### config.mk
export PLATFORM = sky130hd
export DESIGN_NAME = mux_uart_rx
export DESIGN_NICKNAME = d
export VERILOG_FILES = /design/src/rtl/mux_uart_rx_pkg.sv /design/src/rtl/mux_uart_rx_core.sv /design/src/rtl/mux_uart_rx.sv
export SDC_FILE = /design/constraint.sdc
export NUM_CORES = 1
export LEC_CHECK = 0
export ABC_CLOCK_PERIOD_IN_PS = 3750
export CORE_UTILIZATION = 40
export CTS_CLUSTER_DIAMETER = 50
export DETAILED_ROUTE_END_ITERATION = 12
export HOLD_SLACK_MARGIN = 0.03
export PLACE_DENSITY_LB_ADDON = 0.2
export REMOVE_ABC_BUFFERS = 1
export SKIP_LAST_GASP = 1
export SYNTH_ARGS = -nofsm -noshare
export SYNTH_HDL_FRONTEND = slang
export SYNTH_SLANG_ARGS = --single-unit
### constraint.sdc
create_clock -name clock -period 3.75 [get_ports clock]
set_input_delay 0.75 -clock clock [delete_from_list [all_inputs] [get_ports clock]]
set_output_delay 0.75 -clock clock [all_outputs]
set_load 0.1 [all_outputs]
### src/rtl/mux_uart_rx_pkg.sv
// Shared definitions for the MUX 0 receive port.
// Status register bit positions, register offsets from the base address
// and the receiver FSM state type.
package mux_uart_rx_pkg;

    // Status register bit positions
    localparam int unsigned StatRdaBit = 0;
    localparam int unsigned StatTxrBit = 1;
    localparam int unsigned StatOvBit  = 2;
    localparam int unsigned StatFeBit  = 3;

    // Register offsets from BASE_ADDR
    localparam int unsigned RegStatusOff = 0;
    localparam int unsigned RegDataOff   = 1;

    typedef enum logic [1:0] {
        StIdle,
        StStart,
        StData,
        StStop
    } rx_state_e;

endpackage

### src/rtl/mux_uart_rx_core.sv
// Serial 8N1 deserialiser for the MUX 0 receive port.
// Ports:
//   clock      system clock, rising edge
//   reset      asynchronous active-high reset
//   rx_i       raw serial line, idle high, asynchronous to clock
//   byte_o     assembled data byte (valid while done_o is high)
//   stop_ok_o  sampled stop bit level (valid while done_o is high)
//   done_o     one-clock pulse on the clock edge that samples the stop bit
module uart_rx_core
    import mux_uart_rx_pkg::*;
#(
    parameter int unsigned CLKS_PER_BIT = 16
) (
    input  logic       clock,
    input  logic       reset,
    input  logic       rx_i,
    output logic [7:0] byte_o,
    output logic       stop_ok_o,
    output logic       done_o
);

    localparam int unsigned      TickW    = $clog2(CLKS_PER_BIT);
    localparam logic [TickW-1:0] TickHalf = TickW'(CLKS_PER_BIT / 2 - 1);
    localparam logic [TickW-1:0] TickLast = TickW'(CLKS_PER_BIT - 1);

    logic [1:0]       sync_q;
    logic             rxs;
    logic             rxs_prev_q;
    logic             fall;
    rx_state_e        state_q, state_d;
    logic [TickW-1:0] tick_q;
    logic [2:0]       bit_cnt_q;
    logic [7:0]       shift_q;

    logic tick_clr;
    logic bit_clr;
    logic data_sample;

    // Two-flop synchroniser; flops reset to the idle line level so that a
    // reset never looks like a start edge.
    always_ff @(posedge clock or posedge reset) begin
        if (reset) begin
            sync_q     <= 2'b11;
            rxs_prev_q <= 1'b1;
        end else begin
            sync_q     <= {sync_q[0], rx_i};
            rxs_prev_q <= sync_q[1];
        end
    end

    assign rxs = sync_q[1];
    // Requiring a high-to-low transition means a line held low after a
    // framing error cannot re-arm the receiver until it returns high.
    assign fall = rxs_prev_q & ~rxs;

    // State register
    always_ff @(posedge clock or posedge reset) begin
        if (reset) begin
            state_q <= StIdle;
        end else begin
            state_q <= state_d;
        end
    end

    // Next-state logic
    always_comb begin
        state_d = state_q;
        unique case (state_q)
            StIdle: begin
                if (fall) state_d = StStart;
            end
            StStart: begin
                // Mid start bit: still low means a real start, high is a glitch
                if (tick_q == TickHalf) state_d = rxs ? StIdle : StData;
            end
            StData: begin
                if (tick_q == TickLast && bit_cnt_q == 3'd7) state_d = StStop;
            end
            StStop: begin
                if (tick_q == TickLast) state_d = StIdle;
            end
            default: state_d = StIdle;
        endcase
    end

    // Output / datapath control
    always_comb begin
        tick_clr    = 1'b0;
        bit_clr     = 1'b0;
        data_sample = 1'b0;
        done_o      = 1'b0;
        unique case (state_q)
            StIdle: begin
                tick_clr = 1'b1;
                bit_clr  = 1'b1;
            end
            StStart: begin
                tick_clr = (tick_q == TickHalf);
            end
            StData: begin
                tick_clr    = (tick_q == TickLast);
                data_sample = (tick_q == TickLast);
            end
            StStop: begin
                tick_clr = (tick_q == TickLast);
                done_o   = (tick_q == TickLast);
            end
            default: begin
                tick_clr = 1'b1;
                bit_clr  = 1'b1;
            end
        endcase
    end

    // Bit timing, bit count and LSB-first shift register
    always_ff @(posedge clock or posedge reset) begin
        if (reset) begin
            tick_q    <= '0;
            bit_cnt_q <= 3'd0;
            shift_q   <= 8'h00;
        end else begin
            tick_q <= tick_clr ? '0 : tick_q + TickW'(1);
            if (bit_clr) begin
                bit_cnt_q <= 3'd0;
            end else if (data_sample) begin
                bit_cnt_q <= bit_cnt_q + 3'd1;
            end
            if (data_sample) begin
                shift_q <= {rxs, shift_q[7:1]};
            end
        end
    end

    assign byte_o    = shift_q;
    assign stop_ok_o = rxs;

endmodule

### src/rtl/mux_uart_rx.sv
// Memory-mapped receive side of the MUX 0 serial port.
// Status at BASE_ADDR: {4'b0, fe, ov, 1'b1 (tx ready), rda}; data at BASE_ADDR+1.
// Ports:
//   clock     system clock, rising edge
//   reset     asynchronous active-high reset
//   address   CPU address bus
//   read_en   one-clock pulse marking a completed CPU read at address
//   write_en  CPU write strobe (writes are ignored)
//   rx        serial line, idle high
//   data_out  combinational read data selected by address
//   irq       high while a received byte is waiting (rda)
module mux_uart_rx
    import mux_uart_rx_pkg::*;
#(
    parameter int unsigned CLKS_PER_BIT = 16,
    parameter logic [15:0] BASE_ADDR    = 16'hF200
) (
    input  logic        clock,
    input  logic        reset,
    input  logic [15:0] address,
    input  logic        read_en,
    input  logic        write_en,
    input  logic        rx,
    output logic [7:0]  data_out,
    output logic        irq
);

    localparam logic [15:0] StatusAddr = BASE_ADDR + 16'(RegStatusOff);
    localparam logic [15:0] DataAddr   = BASE_ADDR + 16'(RegDataOff);

    logic [7:0] core_byte;
    logic       core_stop_ok;
    logic       core_done;

    logic       rda_q, rda_d;
    logic       ov_q, ov_d;
    logic       fe_q, fe_d;
    logic [7:0] rx_data_q, rx_data_d;
    logic       data_read;
    logic [7:0] status;

    // Both registers are read-only
    logic unused_write_en;
    assign unused_write_en = write_en;

    uart_rx_core #(
        .CLKS_PER_BIT(CLKS_PER_BIT)
    ) u_core (
        .clock    (clock),
        .reset    (reset),
        .rx_i     (rx),
        .byte_o   (core_byte),
        .stop_ok_o(core_stop_ok),
        .done_o   (core_done)
    );

    assign data_read = read_en && (address == DataAddr);

    // A completing frame beats a simultaneous data read: the byte being
    // read is replaced, so the flags describe only the new frame.
    always_comb begin
        rda_d     = rda_q;
        ov_d      = ov_q;
        fe_d      = fe_q;
        rx_data_d = rx_data_q;
        if (core_done && (!rda_q || data_read)) begin
            rx_data_d = core_byte;
            rda_d     = 1'b1;
            ov_d      = 1'b0;
            fe_d      = ~core_stop_ok;
        end else if (core_done) begin
            // Overrun keeps the unread byte and its framing status
            ov_d = 1'b1;
        end else if (data_read) begin
            rda_d = 1'b0;
            ov_d  = 1'b0;
            fe_d  = 1'b0;
        end
    end

    always_ff @(posedge clock or posedge reset) begin
        if (reset) begin
            rda_q     <= 1'b0;
            ov_q      <= 1'b0;
            fe_q      <= 1'b0;
            rx_data_q <= 8'h00;
        end else begin
            rda_q     <= rda_d;
            ov_q      <= ov_d;
            fe_q      <= fe_d;
            rx_data_q <= rx_data_d;
        end
    end

    always_comb begin
        status             = 8'h00;
        status[StatRdaBit] = rda_q;
        status[StatTxrBit] = 1'b1;
        status[StatOvBit]  = ov_q;
        status[StatFeBit]  = fe_q;
    end

    always_comb begin
        if (address == StatusAddr) begin
            data_out = status;
        end else if (address == DataAddr) begin
            data_out = rx_data_q;
        end else begin
            data_out = 8'h00;
        end
    end

    assign irq = rda_q;

endmodule

== Yosys cells after proc, flatten, opt, wreduce, memory -nomap -nowiden ==
Cells that the tools add are included.

* Add/subtract/negate cells: 2
* Multiply operators: 0
* Divide/modulo/power cells: 0
* $lt $le $gt $ge: 0
* Equality and inequality tests: 13
* Shift-type cells: 0
* Mux-type cells: 21
* Bitwise operators: 2
* Reduce and logical (&&, ||, !) cells: 12

{| class="wikitable"
|+ Operators with widths
! cell !! count
|-
| $eq 16x16->1 const B || 2
|-
| $mux 8 || 2
|-
| $mux 2 || 5
|-
| $ne 2x1->1 const B || 5
|-
| $mux 1 || 9
|-
| $pmux 2 s4 || 1
|-
| $mux 3 || 2
|-
| $add 4x1->4 const B || 1
|-
| $eq 2x2->1 const B || 2
|-
| $eq 4x3->1 const B || 1
|-
| $eq 4x4->1 const B || 1
|-
| $mux 4 || 1
|-
| $reduce_and 4->1 || 1
|-
| $reduce_bool 2->1 || 2
|-
| $add 3x1->3 const B || 1
|-
| $eq 3x3->1 const B || 1
|-
| $logic_and 1x1->1 || 3
|-
| $pmux 1 s3 || 1
|-
| $reduce_bool 3->1 || 1
|-
| $eq 2x1->1 const B || 1
|-
| $logic_not 2->1 || 1
|-
| $reduce_and 2->1 || 1
|-
| $reduce_or 2->1 || 1
|-
| $and 1x1->1 || 1
|-
| other kinds (3) || 3
|}

* Flip-flop bits (word level): 31
* Latch bits: 0
* RAM bits: 0
* Bits in read-only memories: 0
* Output and inout bits: 9
* Memories: 0

== Depth between registers and ports, before layout ==
Gate-level depths: netlist (run 1).

* Word-level depth: 6
* Mapped depth: 6

== Hierarchy ==
A second synthesis (run 1) with hierarchy kept.

* Cell total of the unflattened synthesis: 145
* Area total of the unflattened synthesis: 1622.8 um^2

{| class="wikitable"
|+ Modules (own cells, without submodules)
! module !! instances !! cells an instance !! area an instance (um^2) !! seq. area each (um^2)
|-
| uart_rx_core || 1 || 64 || 863.3 || 504.2
|-
| mux_uart_rx || 1 || 81 || 759.5 || 275.3
|}

== Least setup slack after synthesis (run 1) ==
Ideal clock, no wire load.

* Kind: in2out
* From: in address[8]
* To: out data_out[0]
* Arrival: 2.793 ns
* Slack: 0.207 ns
* Stages: 3
* Path buffers: 0
* Cells stage by stage: or4b_2 -> nor4_1 -> a22o_1

* Word-level cells in the longest chain between the ends: 3
* Elaborated cells on any way between the ends: 4
* Classes of those cells: 2 x eq/ne; 2 x mux

{| class="wikitable"
|+ RTL lines
! element !! line !! RTL
|-
| from (decl) || mux_uart_rx.sv:20 || <nowiki>input logic [15:0] address,</nowiki>
|-
| $eq 16x16->1 || mux_uart_rx.sv:106 || <nowiki>end else if (address == DataAddr) begin</nowiki>
|-
| $mux 8 || mux_uart_rx.sv:106 ||
|-
| $mux 8 * || mux_uart_rx.sv:104 || <nowiki>if (address == StatusAddr) begin</nowiki>
|-
| to (decl) || mux_uart_rx.sv:24 || <nowiki>output logic [7:0] data_out,</nowiki>
|}

Mark *: on every way between the ends. The rest lies on a longest branch, timed or not.

== Final worst setup path (run 1) ==
* From: in address[8]
* To: out data_out[2]

Same word-level chain as after synthesis.

==> results by group, run 1 <==
Synthesis
  • Synthesized area: 0.00175 mm^2
  • Post-Synth XOR/XNOR Area: 0.0100
  • Compound-Gate Fraction of Synth Area: 0.133
  • Post-Synth Simple-Gate Area: 0.215
  • Main synth FF type: dfrtp_1
  • Yosys cell types: 36
  • YS warnings: 0
  • Post-synthesis adder-cell area fraction: 0.0215
  • Post-Syn Area per Cell: 10.9 um^2
  • Seq cells post-synth: 31
  • Mux contribution to synthesized area: 0.140
  • Post-synthesis sequential area ratio: 0.446
  • Number of synthesized flops with an enable pin: 0
  • Synth async-reset ratio: 1.00
  • Post-Syn Instances: 161
  • Largest family of logic cells by synthesized area: simple AND/OR/NAND/NOR gates

Final layout
  • Area growth, synth to finish: 27.8%
  • Diodes inserted: 0
  • Layout cells sized above 1: 0.249
  • Net count, final: 212
  • Util after Layout: 0.547
  • Finished Layout Cells: 239

Worst setup path
  • CP max FO: 10
  • Worst EP arrival: 2.79 ns
  • CP Data Required Time: 3.00 ns
  • Kind of critical path: in2out
  • Crit path max-delay cell type: or4b_2
  • CP cell instances: clkdlybuf4s50_1, or4b_2, nor4_4, buf_4, a22o_1, buf_12
  • Startpoint types: primary input
  • Crit-path leading delay family: simple AND/OR/NAND/NOR gates
  • Highest cell delay on the worst timing path: 0.73 ns
  • CP Buf/Inv Count: 3
  • CP Capture Type: output pin

Timing
  • Period utilization: 0.944
  • Fin. max-slew vios: 0
  • Period minus WS final: 3.54 ns
  • Setup TNS: 0 ns
  • Final setup fails: 0
  • Clock skew: 0.00574 ns
  • Relative slew slack: 0.562
  • Worst Tran Pin Value: 0.657 ns
  • Fin. Hold Viols: 0
  • RSZ-0062 raised after global routing: false
  • Fmax: 282 MHz

Place
  • Dpl cells: 231
  • Gpl congestion: 0.800
  • Input/output buffers: 28
  • Final HPWL from detailed placement: 2970 um

Power
  • LEAKAGE: 0.926 nW
  • Total power draw: 0.000660 W
  • Pwr/cell area: 295 mW/mm^2
  • Peak VDD IR: 0.265 mV

Routing
  • Vias per std cell: 5.90
  • Total number of vias: 1410
  • Initial DRC count: 81
  • Final wirelength: 4110 um
  • Final ANT Viol Nets: 0
  • Pre-antenna DRT Iters: 4
  • DR WL/cell: 17.2 um
  • DR DRC count: 0

Die
  • FP Rows: 23
  • Die span in y: 68.1 um
  • Core area: 0.00409 mm^2
  • I/O pin total: 30
  • Die area: 0.00464 mm^2
  • Die width: 68.1 um
  • Initial Util: 0.428

Clocking
  • Reg clk slew, reported paths: 0.06 ns
  • Clk_lat worst skew: 0.28 ns
  • Number of buffers added for setup after CTS: 0
  • CTS tree: built
  • Clk root buf: clkbuf_8
  • PostCTS Resize Cnt: 0
  • TritonCTS buffer count: 5
  • Clk sinks: 31
  • # H-tree levels: 2
  • Post-CTS Hold Fix Bufs: 0
  • CTS Buffer Depth: 2

GRT
  • Remaining Overflow, GRT: 0
  • First-pass GRT wire length: 6960 um
  • Initial antenna violation count: 0
  • Vias in the first global route: 1516
  • Maximum number of pins on one net before global-route repair: 32
  • Total GRT Usage: 0.206

Run
  • Max Cap Viol: 0

Min path
  • HP Class: reg2reg

Status
  • Status: finished, final reports clean
[per-stage QoR]
stage / setup slack [ns] / area (um^2) / hold slack (ns)
after global placement: 0.237 / 2140 / 0.348
after global routing: 0.115 / 2230 / 0.363
after floorplan: 0.207 / 1700 / 0.345
final: 0.210 / 2230 / 0.356
after CTS: 0.200 / 2230 / 0.357
after detailed placement: 0.202 / 2140 / 0.349
[placed cells by master (no fill, tap or decap), drive strengths merged, types with 4 or more instances in the layout]
master	n
nand3	4
a21oi	9
a22o	6
and2	6
clkbuf	7
clkdlybuf4s50	19
buf	12
nor4b	7
nand4	9
mux2	19
or4b	4
nor2	7
nand2	13
o211ai	8
dfrtp	28
[per-layer routing]
metal / up-vias / track usage / share of wire
met2: 29 / 0.376 / 0.53
met4: 0 / 0.0599 / 0.0051
met5: - / 0 / 0
met1: 712 / 0.231 / 0.43
li1: 665 / - / -
met3: 4 / 0.0567 / 0.035
[sequential cells by signal (all words and copies together) (netlist names), named ones only]
register and count:
irq 1, u_core.byte_o 8, u_core.rxs_prev_q 1, u_core.tick_q 4, fe_q 1, u_core.bit_cnt_q 3
rx_data_q 8, u_core.state_q 1, ov_q 1, u_core.sync_q 2
[cell usage after synthesis, drive strengths merged (2+ instances only)]
cell | number | area [um^2]
dfrtp | 28 | 701
mux2 | 19 | 244
nand2 | 13 | 48.8
clkbuf | 10 | 37.5
a21oi | 9 | 45.0
nand4 | 9 | 56.3
o211ai | 8 | 60.1
nor2 | 7 | 26.3
nor4b | 7 | 61.3
a22o | 6 | 52.6
and2 | 6 | 37.5
nand3 | 4 | 20.0
or4b | 4 | 43.8
a21o | 3 | 22.5
dfstp | 3 | 78.8
ha | 3 | 37.5
inv | 3 | 11.3
nor4 | 3 | 33.8
or4 | 3 | 27.5
o21ai | 2 | 10.0
xnor2 | 2 | 17.5
[final cells by class]
class	count	area, um^2
Clock buffer	7	86.3
Clock inverter	1	5.00
Fill cell	352	1850
Inverter	3	11.3
Multi-Input combinational cell	116	908
Sequential cell	31	779
Tap cell	50	62.6
Timing Repair Buffer	31	380
[path summary, 6_finish.rpt]
kind,start,to,slack [ns],cells past startpoint
setup / recovery,address[8],data_out[2],0.21,6
min in group asynchronous,reset,u_core.tick_q[0],0.84,3
hold reg to reg,u_core.sync_q[0],u_core.sync_q[1],0.36,0
hold / removal,u_core.sync_q[0],u_core.sync_q[1],0.36,0
setup reg to reg,u_core.tick_q[0],u_core.byte_o[0],1.61,5
max in group asynchronous,reset,u_core.rxs_prev_q,2.58,3
[cell families (layout without fill, tap and decap cells)]
logic type | Yosys count | in the layout
multiplexers | 19 | 19
AND/OR/NAND/NOR | 59 | 59
flip-flops | 31 | 31
adder cells (fa/ha/maj) | 3 | 3
AO/OA/AOI/OAI | 33 | 33
XOR/XNOR | 2 | 2
buffers and inverters | 14 | 42
[where the power goes]
group / internal (W) / switching (W) / total, W / leakage (nW)
registers: 0.000341 / 0.00000617 / 0.000347 / 0.369
clock network: 0.000148 / 0.000120 / 0.000268 / 0.0482
logic: 0.0000253 / 0.0000195 / 0.0000448 / 0.509
total: 0.000514 / 0.000146 / 0.000660 / 0.926
No activity file was read; power rests on OpenSTA's default activity.
==> run 2, diff against run 1 <==
CORE_UTILIZATION = 55   (was 40)
==> run 2 against run 1 <==
Effect of this change:
- global-route usage is 6.7 points higher
- critical path depth is the same
- hold slack got worse by 0.0080 ns
- design area down 2.2%
- non-clock buffer count unchanged
- utilization up 17 points
- die area fell by 27%
- sequential share of layout area rose by 0.78 points
- clock power down 34%
==> results by group, run 2 (synthesis results as in run 1) <==
Status
  • Status: finished, final reports clean (unchanged)

Die
  • Die span in y: 58.4 um (was 68.1 um)
  • Die width: 58.4 um (was 68.1 um)
  • Core area: 0.00303 mm^2 (was 0.00409 mm^2)
  • FP Rows: 20 (was 23)
  • I/O pin total: 30 (unchanged)
  • Die area: 0.00341 mm^2 (was 0.00464 mm^2)
  • Initial Util: 0.577 (was 0.428)

Timing
  • Final worst setup slack: 0.193 ns (was 0.210 ns)
  • RSZ-0062 raised after global routing: false (unchanged)
  • Fmax: 281 MHz (was 282 MHz)
  • Relative slew slack: 0.434 (was 0.562)
  • Min Hold Slack: 0.348 ns (was 0.356 ns)
  • Worst Tran Pin Value: 0.847 ns (was 0.657 ns)
  • Clock skew: 0.0136 ns (was 0.00574 ns)
  • Setup TNS: 0 ns (unchanged)
  • Period utilization: 0.949 (was 0.944)
  • Fin. max-slew vios: 0 (unchanged)
  • Fin. Hold Viols: 0 (unchanged)
  • Period minus WS final: 3.56 ns (was 3.54 ns)
  • Final setup fails: 0 (unchanged)

Final layout
  • Area growth, synth to finish: 25.0% (was 27.8%)
  • Layout cells sized above 1: 0.243 (was 0.249)
  • Filler instances: 233 (was 352)
  • Net count, final: 212 (unchanged)
  • Final Instance Area: 0.00218 mm^2 (was 0.00223 mm^2)
  • Diodes inserted: 0 (unchanged)
  • Commonest non-fill, non-tap cells in the layout: dfrtp_1 (28), clkdlybuf4s50_1 (19), nand2_1 (13), mux2_2 (11) (unchanged)
  • Commonest non-fill, non-tap cell in the layout: dfrtp_1 (unchanged)

Clocking
  • Number of buffers added for setup after CTS: 0 (unchanged)
  • Clk root buf: clkbuf_4 (was clkbuf_8)
  • Clk sinks: 31 (unchanged)
  • Clk_lat worst skew: 0.32 ns (was 0.28 ns)
  • TritonCTS buffer count: 5 (unchanged)
  • Reg clk slew, reported paths: 0.10 ns (was 0.06 ns)
  • PostCTS Resize Cnt: 0 (unchanged)
  • CTS Buffer Depth: 2 (unchanged)
  • # H-tree levels: 2 (unchanged)
  • CTS tree: built (unchanged)
  • Post-CTS Hold Fix Bufs: 0 (unchanged)

Worst setup path
  • Reg-to-reg setup timing slack: 1.58 ns (was 1.61 ns)
  • Highest cell delay on the worst timing path: 0.73 ns (about the same)
  • CP Data Required Time: 3.00 ns (about the same)
  • CP max FO: 10 (unchanged)
  • CP cell instances: clkdlybuf4s50_1, or4b_2, nor4_4, buf_4, a22o_1, buf_12 (unchanged)
  • Crit path max-delay cell type: or4b_2 (unchanged)
  • R2r endpoint: u_core.byte_o[7] (was u_core.byte_o[0])
  • Reg-to-reg critical path startpoint: u_core.tick_q[0] (unchanged)
  • Kind of critical path: in2out (unchanged)
  • Worst R2R Path Depth: 5 (unchanged)
  • Startpoint types: primary input (unchanged)
  • Worst EP arrival: 2.81 ns (was 2.79 ns)
  • CP Buf/Inv Count: 3 (unchanged)
  • CP Capture Type: output pin (unchanged)
  • Crit-path leading delay family: simple AND/OR/NAND/NOR gates (unchanged)

Place
  • Dpl ws: 0.211 ns (was 0.202 ns)
  • Input/output buffers: 28 (unchanged)
  • Gpl congestion: 0.758 (was 0.800)
  • Placed Area: 0.00213 mm^2 (was 0.00214 mm^2)
  • Final HPWL from detailed placement: 2930 um (was 2970 um)

GRT
  • Vias in the first global route: 1437 (was 1516)
  • Initial antenna violation count: 0 (unchanged)
  • Remaining Overflow, GRT: 0 (unchanged)
  • First-pass GRT wire length: 6800 um (was 6960 um)
  • Maximum number of pins on one net before global-route repair: 23 (was 32)
  • Total GRT Usage: 0.273 (was 0.206)

Power
  • LEAKAGE: 0.907 nW (was 0.926 nW)
  • Pwr/cell area: 261 mW/mm^2 (was 295 mW/mm^2)
  • Peak VDD IR: 0.202 mV (was 0.265 mV)

Min path
  • Hold Crit Depth: 0 (unchanged)
  • Hold path endpoint: u_core.sync_q[1] (unchanged)
  • Hold Path Origin: u_core.sync_q[0] (unchanged)
  • HP Class: reg2reg (unchanged)

Routing
  • DR DRC count: 0 (unchanged)
  • Initial DRC count: 63 (was 81)
  • DR WL/cell: 17.3 um (was 17.2 um)
  • Vias per std cell: 5.97 (was 5.90)
  • Pre-antenna DRT Iters: 4 (unchanged)
  • Final wirelength: 4030 um (was 4110 um)
  • Total number of vias: 1392 (was 1410)
  • Final ANT Viol Nets: 0 (unchanged)

Run
  • Max Cap Viol: 0 (unchanged)
==> run 2: final cells by class <==
type / instances / area [um^2] / area share
clock buffers: 7 / 45.0 / 0.0206
clock inverters: 1 / 5.00 / 0.00229
inverters: 3 / 11.3 / 0.00515
multi-input cells: 116 / 908 / 0.416
flip-flops and latches: 31 / 779 / 0.357
well taps: 44 / 55.1 / 0.0252
repair buffers: 31 / 380 / 0.174
==> run 2: per-layer routing <==
metal	global-route usage	vias to the layer above	part of all wire	wire length (um)
li1	-	668	-	-
met1	0.328	692	0.41	1660
met2	0.504	26	0.54	2180
met3	0.0462	6	0.037	147
met4	0.0748	0	0.011	45
met5	0	-	0	0
==> run 2: report_power, final <==
group	switching [W]	total [W]	internal (W)
registers	0.00000574	0.000346	0.000340
clock network	0.000105	0.000178	0.0000730
logic	0.0000206	0.0000462	0.0000255
==> run 2: worst register-to-register path, delay by kind of cell (launching register included) <==
kind / cells / cell delay [ns]
mux: 1 / 0.35
fa+ha+maj: 1 / 0.25
simple gates: 3 / 1.07
flops: 1 / 0.38
==> run 2: how the worst max path moves through the flow <==
stage | startpoint | to | slack [ns] | cells after the start
after CTS | address[8] | data_out[3] | 0.21 | 6
after global placement | address[8] | data_out[2] | 0.24 | 6
after global routing | address[8] | data_out[2] | 0.12 | 6
after floorplan | address[8] | data_out[0] | 0.21 | 3
final | address[8] | data_out[2] | 0.19 | 6
after detailed placement | address[8] | data_out[3] | 0.21 | 6
==> run 2: through the flow <==
stage	util	cells	power (W)
6_report	0.721	233	0.000570
5_1_grt	0.721	233	0.000594
4_1_cts	0.721	233	0.000577
3_5_place_dp	0.705	225	0.000399
3_3_place_gp	0.705	225	0.000395
2_1_floorplan	-	150	0.000367
==> run 3, diff against run 2 <==
RECOVER_POWER = 100   (was not set)
==> run 3 against run 2 <==
Effect of this change:
- global-route usage did not move
- first-iteration DRC count rose by 9.5%
- clock power barely moved
- sequential share of layout area rose by 2.2 points
- critical path type unchanged
==> results by group, run 3 (synthesis results as in run 1) <==
Status
  • Status: finished, final reports clean (unchanged)

Timing
  • Setup TNS: 0 ns (unchanged)
  • Fin. Hold Viols: 0 (unchanged)
  • Fin. max-slew vios: 0 (unchanged)
  • Fmax: 275 MHz (was 281 MHz)
  • Relative slew slack: 0.222 (was 0.434)
  • Worst Tran Pin Value: 1.17 ns (was 0.847 ns)
  • RSZ-0062 raised after global routing: false (unchanged)
  • Period minus WS final: 3.64 ns (was 3.56 ns)
  • Final setup fails: 0 (unchanged)
  • Clock skew: 0.0135 ns (was 0.0136 ns)
  • Period utilization: 0.970 (was 0.949)

Worst setup path
  • R2r endpoint: u_core.byte_o[7] (unchanged)
  • Worst EP arrival: 2.89 ns (was 2.81 ns)
  • Reg-to-reg critical path startpoint: u_core.tick_q[0] (unchanged)
  • CP max FO: 10 (unchanged)
  • Reg-to-reg setup timing slack: 1.60 ns (was 1.58 ns)
  • Worst R2R Path Depth: 5 (unchanged)
  • Startpoint types: primary input (unchanged)
  • CP Capture Type: output pin (unchanged)
  • CP Data Required Time: 3.00 ns (about the same)
  • Kind of critical path: in2out (unchanged)

Min path
  • Hold Path Origin: u_core.sync_q[0] (unchanged)
  • Hold path endpoint: u_core.sync_q[1] (unchanged)
  • Hold Crit Depth: 0 (unchanged)
  • HP Class: reg2reg (unchanged)

Power
  • Total power draw: 0.000568 W (was 0.000570 W)
  • P_int: 0.000437 W (was 0.000439 W)
  • Combinational Power Share: 0.078 (was 0.081)
  • Register share of total power: 0.608 (was 0.606)
  • LEAKAGE: 0.814 nW (was 0.907 nW)
  • Peak VDD IR: 0.202 mV (about the same)
  • Sw Share: 0.231 (about the same)
  • Pwr/cell area: 276 mW/mm^2 (was 261 mW/mm^2)
  • Psw: 0.000131 W (was 0.000132 W)
  • Power share of the clock group: 0.314 (was 0.313)

Routing
  • DR DRC count: 0 (unchanged)
  • Pre-antenna DRT Iters: 4 (unchanged)
  • Final wirelength: 4040 um (was 4030 um)
  • Final ANT Viol Nets: 0 (unchanged)
  • Initial DRC count: 69 (was 63)
  • DR WL/cell: 17.4 um (was 17.3 um)
  • Total number of vias: 1403 (was 1392)
  • Vias per std cell: 6.02 (was 5.97)

Clocking
  • Clk root buf: clkbuf_4 (unchanged)
  • CTS tree: built (unchanged)
  • Clk sinks: 31 (unchanged)
  • CTS Buffer Depth: 2 (unchanged)
  • # H-tree levels: 2 (unchanged)
  • TritonCTS buffer count: 5 (unchanged)
  • Number of buffers added for setup after CTS: 0 (unchanged)
  • PostCTS Resize Cnt: 0 (unchanged)
  • Clk_lat worst skew: 0.32 ns (about the same)
  • Reg clk slew, reported paths: 0.10 ns (about the same)
  • Post-CTS Hold Fix Bufs: 0 (unchanged)

Final layout
  • Register area: 779 um^2 (unchanged)
  • Commonest non-fill, non-tap cells in the layout: dfrtp_1 (28), clkdlybuf4s50_1 (17), nand2_1 (13), mux2_2 (10) (was dfrtp_1 (28), clkdlybuf4s50_1 (19), nand2_1 (13), mux2_2 (11))
  • Net count, final: 212 (unchanged)
  • Filler instances: 257 (was 233)
  • Area growth, synth to finish: 17.7% (was 25.0%)
  • Diodes inserted: 0 (unchanged)
  • Layout cells sized above 1: 0.175 (was 0.243)
  • Commonest non-fill, non-tap cell in the layout: dfrtp_1 (unchanged)
  • Area taken by multi-input logic gates: 863 um^2 (was 908 um^2)

Die
  • FP Rows: 20 (unchanged)
  • Die area: 0.00341 mm^2 (unchanged)
  • Initial Util: 0.577 (unchanged)
  • I/O pin total: 30 (unchanged)
  • Core area: 0.00303 mm^2 (unchanged)
  • Die span in y: 58.4 um (unchanged)
  • Die width: 58.4 um (unchanged)

GRT
  • Initial antenna violation count: 0 (unchanged)
  • First-pass GRT wire length: 6800 um (unchanged)
  • Remaining Overflow, GRT: 0 (unchanged)
  • Maximum number of pins on one net before global-route repair: 23 (unchanged)
  • Total GRT Usage: 0.273 (unchanged)
  • Vias in the first global route: 1437 (unchanged)

Place
  • Input/output buffers: 28 (unchanged)
  • Final HPWL from detailed placement: 2930 um (unchanged)
  • Gpl congestion: 0.758 (unchanged)

Run
  • Max Cap Viol: 0 (unchanged)
==> run 3: cell count changes in the layout (fill, tap and decap cells not counted), sizes merged <==
cell and change:
clkbuf +2, clkdlybuf4s50 -2, buf -2, dlygate4sd3 +2
==> run 3: power groups by stage <==
stage	logic, W	clock network (W)	registers [W]
final	0.0000442	0.000179	0.000346
after global routing	0.0000491	0.000195	0.000347
after CTS	0.0000466	0.000184	0.000346
after detailed placement	0.0000462	0	0.000352
after global placement	0.0000433	0	0.000352
after floorplan	0.0000163	0	0.000351
==> run 3: worst max-delay path by stage <==
stage               cells past startpoint     endpoint        from  slack [ns]
floorplan                               3  data_out[0]  address[8]        0.21
global placement                        6  data_out[2]  address[8]        0.24
detailed placement                      6  data_out[3]  address[8]        0.21
CTS                                     6  data_out[3]  address[8]        0.21
global route                            6  data_out[4]  address[8]        0.06
finish                                  6  data_out[0]  address[8]        0.11
==> run 3: cell type report <==
class,count,area share
tap,44,0.0268
timing repair buffer,31,0.145
multi-input combinational,116,0.420
clock buffer,7,0.0219
clock inverter,1,0.00243
inverter,3,0.00547
sequential,31,0.379
==> run 3: layer usage <==
layer | vias up | track usage | routed length, um
met5 | - | 0 | 0
met4 | 0 | 0.0748 | 60
met3 | 8 | 0.0462 | 100
met2 | 21 | 0.504 | 2160
met1 | 705 | 0.328 | 1720
li1 | 669 | - | -
==> run 3: per-stage QoR <==
step           setup WS [ns]  std cells  hold slack (ns)  utilization  cell area, um^2
4_1_cts                0.210        233            0.353        0.721             2180
3_5_place_dp           0.211        225            0.350        0.705             2130
2_1_floorplan          0.207        150            0.345            -             1700
3_3_place_gp           0.242        225            0.346        0.705             2130
6_report               0.114        233            0.354        0.679             2060
5_1_grt               0.0637        233            0.364        0.679             2060
==> run 3: critical path: stages <==
cell and delay [ns]:
clkdlybuf4s50_1 0.41, or4b_2 0.70, nor4_1 0.35, buf_4 0.24
a22o_1 0.15, buf_4 0.28
